$ cat src/rtl/inst_fetch.sv
// Instruction fetch/sequencer: loadable program memory, PC, and a FETCH/EXEC cycle
// that drives the datapath OPCODE bus and its once-per-instruction write strobe.
module inst_fetch #(
    parameter int unsigned ADDR_WIDTH  = 8,
    parameter logic [15:0] HALT_OPCODE = 16'hFFFF
) (
    input  logic                  CLK,
    input  logic                  RST,
    input  logic                  START,
    input  logic                  STALL,
    input  logic                  LOAD_EN,
    input  logic [ADDR_WIDTH-1:0] LOAD_ADDR,
    input  logic [15:0]           LOAD_DATA,
    output logic [15:0]           OPCODE,
    output logic [ADDR_WIDTH-1:0] PC,
    output logic                  WRITE_PHASE,
    output logic                  BUSY,
    output logic                  HALTED,
    output logic [15:0]           RETIRED
);

    localparam int unsigned Depth = 2 ** ADDR_WIDTH;
    localparam logic [ADDR_WIDTH-1:0] PcOne = 1;

    typedef enum logic [1:0] {StIdle, StFetch, StExec, StHalt} state_e;

    state_e      state_q;
    logic [15:0] mem [Depth];
    logic [15:0] fetch_word;
    logic        load_ok;

    assign fetch_word = mem[PC];
    assign load_ok    = LOAD_EN && (state_q == StIdle || state_q == StHalt);

    // No reset on the array: program contents survive RST.
    always_ff @(posedge CLK) begin
        if (load_ok) begin
            mem[LOAD_ADDR] <= LOAD_DATA;
        end
    end

    always_ff @(posedge CLK or posedge RST) begin
        if (RST) begin
            state_q <= StIdle;
            OPCODE  <= 16'h0000;
            PC      <= '0;
            RETIRED <= 16'h0000;
        end else begin
            unique case (state_q)
                StIdle, StHalt: begin
                    if (START) begin
                        state_q <= StFetch;
                        PC      <= '0;
                    end
                end
                StFetch: begin
                    if (!STALL) begin
                        if (fetch_word == HALT_OPCODE) begin
                            state_q <= StHalt;
                            OPCODE  <= 16'h0000;
                        end else begin
                            state_q <= StExec;
                            OPCODE  <= fetch_word;
                        end
                    end
                end
                StExec: begin
                    state_q <= StFetch;
                    PC      <= PC + PcOne;
                    if (RETIRED != 16'hFFFF) begin
                        RETIRED <= RETIRED + 16'd1;
                    end
                end
                default: state_q <= StIdle;
            endcase
        end
    end

    // Status strobes decode straight from state so RST clears them without an edge.
    always_comb begin
        WRITE_PHASE = (state_q == StExec);
        BUSY        = (state_q == StFetch) || (state_q == StExec);
        HALTED      = (state_q == StHalt);
    end

endmodule
$ cat config.mk
export PLATFORM = sky130hd
export DESIGN_NAME = inst_fetch
export DESIGN_NICKNAME = d
export VERILOG_FILES = /design/src/rtl/inst_fetch.sv
export SDC_FILE = /design/constraint.sdc
export NUM_CORES = 2
export LEC_CHECK = 0
export ABC_CLOCK_PERIOD_IN_PS = 4700
export CORE_MARGIN = 3
export CORE_UTILIZATION = 40
export CTS_BUF_LIST = sky130_fd_sc_hd__clkbuf_4
export CTS_CLUSTER_SIZE = 24
export DETAILED_ROUTE_END_ITERATION = 7
export SLEW_MARGIN = 20
export SYNTH_ARGS = -nofsm -noshare
export SYNTH_HDL_FRONTEND = slang
export SYNTH_SLANG_ARGS = --single-unit
$ cat constraint.sdc
create_clock -name CLK -period 4.7 [get_ports CLK]
set_input_delay 0.94 -clock CLK [delete_from_list [all_inputs] [get_ports CLK]]
set_output_delay 0.94 -clock CLK [all_outputs]
set_load 0.02 [all_outputs]
==> reports/metrics.cfg <==
[power]
seqPwrFrac_pct = 45.7
swShare_pct = 27.67
p_int_w = 0.06494
p_comb_share_pct = 20.5
vdd_ir_drop_max_mv = 0.2507
power_frac_clock_pct = 33.8
netSwitchingPower_w = 0.02484
power_density_nw_per_um2 = 478.3
power.leakage_nw = 59.85

[floorplan]
fp.dieW_um = 643.1
die_area_um2 = 413500
num_rows = 233
io-pin-count = 72
fp.dieH_um = 643.1
core_area_um2 = 403500
initial_core_util_pct = 40.24

[timing]
tightest_slew_ns = 1.231
setup_ws_ns = 0.03728
drv_slew = 0
min_period_over_period_pct = 99.21
period_needed_ns = 4.663
max_freq_mhz = 214.5
rsz0062_at_grt = no
fin_skew_ns = 0.1464
relSlewSlack_pct = 17.91
hold_viol_final = 0
setup_violations = 0

[routing]
first_iter_violations = 12680
drt_first_pass_iters = 8
wl_per_cell_um = 33.07
viasPerCell = 5.860
drc_errors = 0
antenna_left = 0
wl_mm = 503.0
vias = 89150

[logic_synthesis]
synth_edf_count = 4096
synthesis.nets = 7533
syn_avg_cell_area_um2 = 21.65
synth-seq-cells = 4138
yosysTopAreaCell = edfxtp_1
synth_cells = 7499
ys_seq_area_share_pct = 76.41
yosysTopAreaCellShare_pct = 75.77
synthFlopType = edfxtp_1
async_flop_share_pct = 1.015
syn_area_um2 = 162300
yosysWarnings = 0
ys_top_cells_by_area = edfxtp_1 76%, mux4_2 11%, mux2i_1 2.9%
synth.distinct_cells = 99

[clocking]
cts_tree = done
clk_latency_ns = 1.66
cts.clk_slew.worst_paths_ns = 0.07
root_buffer = clkbuf_4
numCtsBuffers = 1132
htreeDepth = 7
clock-sinks = 4138
clockBufferDepth = 5

[finish]
syn_to_final_growth_pct = 15.62
mostFrequentLayoutCells = 4096 x edfxtp_1, 1575 x clkbuf_4, 762 x mux4_2, 692 x buf_4, 464 x mux2i_1
mostFrequentLayoutCell = edfxtp_1
design_area_um2 = 187700
final_util_pct = 46.52
drive_above_1_share_pct = 36.38
nNetsFinal = 9127

[grt]
overflow = 0
grt_usage_pct = 24.16
antenna_found_initial = 35
grt_max_degree = 132
grt_pass1_vias = 88650
grt_first_pass_wirelength_mm = 694.9

[place]
dpl-instance-area_um2 = 174100
dpl.hpwl_mm = 308.5
gp_congestion = 0.9167
portBuffers = 71
pre_cts_ws_ns = -0.2279

[outcome]
status = finished clean

[critical_path]
worstSetupPathType = register to register
r2r_start = PC[3]
worstPathMaxFanout = 19
r2r_slack_ns = 0.04
startpoint = PC[3]
end_kind = register
critPathLaunchType = register
cp.required_ns = 6.24
arrival_ns = 6.20

[hold_path]
hold_class = input pin to register
hold_start = STALL

[job]
max_cap_violations = 0

cell families (layout without fill, tap and decap cells):
family                     count (synthesis)  after routing  synth area share, %
AOI/OAI and AO/OA                        660            660                2.917
and+or+nand+nor                          812            812                2.238
DFF                                     4138           4138                76.41
other                                      0             35                    0
xor gates and xnor gates                  17             17              0.09172
adders and majority gates                  5              5              0.03854
buffers and inverters                    458           2731                2.469
muxes                                   1409           1409                15.83
repair_timing:
action	4_1_cts	5_1_grt
cloned	0	1
gates resized for setup	11	7
endpoints found under the hold margin	1641	0
buffers inserted	5	7
endpoints found under the setup margin	20	16
hold buffers	17	0
pin swaps	1	2
critical path, cell delays in order (launching register included):
cell,delay [ns]
dfrtp_4,0.65
buf_4,0.27
nor2_2,0.84
a32oi_2,0.46
o21ai_0,0.36
nand3_2,0.40
o31ai_4,0.64
o31ai_1,0.15
buf_4,0.19
nand3b_1,0.15
nor4_4,0.05
buf_4,0.21
nor2_1,0.14
path summary, 6_finish.rpt:
path | to | cells after the start
worst max-delay path | OPCODE[7] | 12
worst min-delay path | state_q[0] | 4
worst max register to register | OPCODE[7] | 12
worst min register to register | RETIRED[12] | 1
max in group asynchronous | PC[0] | 4
min in group asynchronous | RETIRED[9] | 4
synth_stat cells, types with 60 or more instances:
library cell / number
buf_6: 87
mux2_2: 60
buf_2: 83
nand2_1: 228
nor2_1: 352
a22oi_1: 111
edfxtp_1: 4096
o21ai_0: 64
mux4_2: 762
clkbuf_1: 100
nand3_1: 63
buf_4: 72
mux4_1: 122
a21oi_1: 112
mux2i_1: 464
cell type report:
cell class	instances	area (um2)
clock inverter	238	1301
inverter	11	55.05
multi-input combinational	2903	34910
clock buffer	1575	11820
timing repair buffer	907	8688
tap	5405	6763
antenna	35	87.58
fill	33940	215800
sequential	4138	124100
registers in the layout (all words and copies together), names as in the netlist:
register / flops
RETIRED: 16
mem: 4096
PC: 8
OPCODE: 16
state_q: 2
per-layer routing:
| layer | part of all wire (%) | global-route usage, % |
|---|---|---|
| met4 | 4.3 | 11.68 |
| met2 | 46 | 36.64 |
| met1 | 38 | 32.38 |
| met3 | 11 | 6.529 |
| met5 | 0.0080 | 0 |
power by group through the flow:
stage / clock network [W] / registers (W) / logic [W]
final: 0.0303 / 0.0410 / 0.0184
after global routing: 0.0330 / 0.0410 / 0.0191
after CTS: 0.0310 / 0.0410 / 0.0184
after detailed placement: 0 / 0.0418 / 0.0182
after global placement: 0 / 0.0418 / 0.0181
after floorplan: 0 / 0.0417 / 0.0124
per-stage QoR:
step | TNS [ns] | hold WS, ns | power, W | instances
final | 0 | 0.2529 | 0.08978 | 15210
after global routing | 0 | 0.1089 | 0.09309 | 15200
after CTS | 0 | 0.04941 | 0.09035 | 15170
after detailed placement | -2.943 | 0.4913 | 0.06005 | 13330
after global placement | -18.43 | 0.4831 | 0.05995 | 13330
after floorplan | 0 | 0.5439 | 0.05407 | 7499
(Power assumes the default switching activity.)
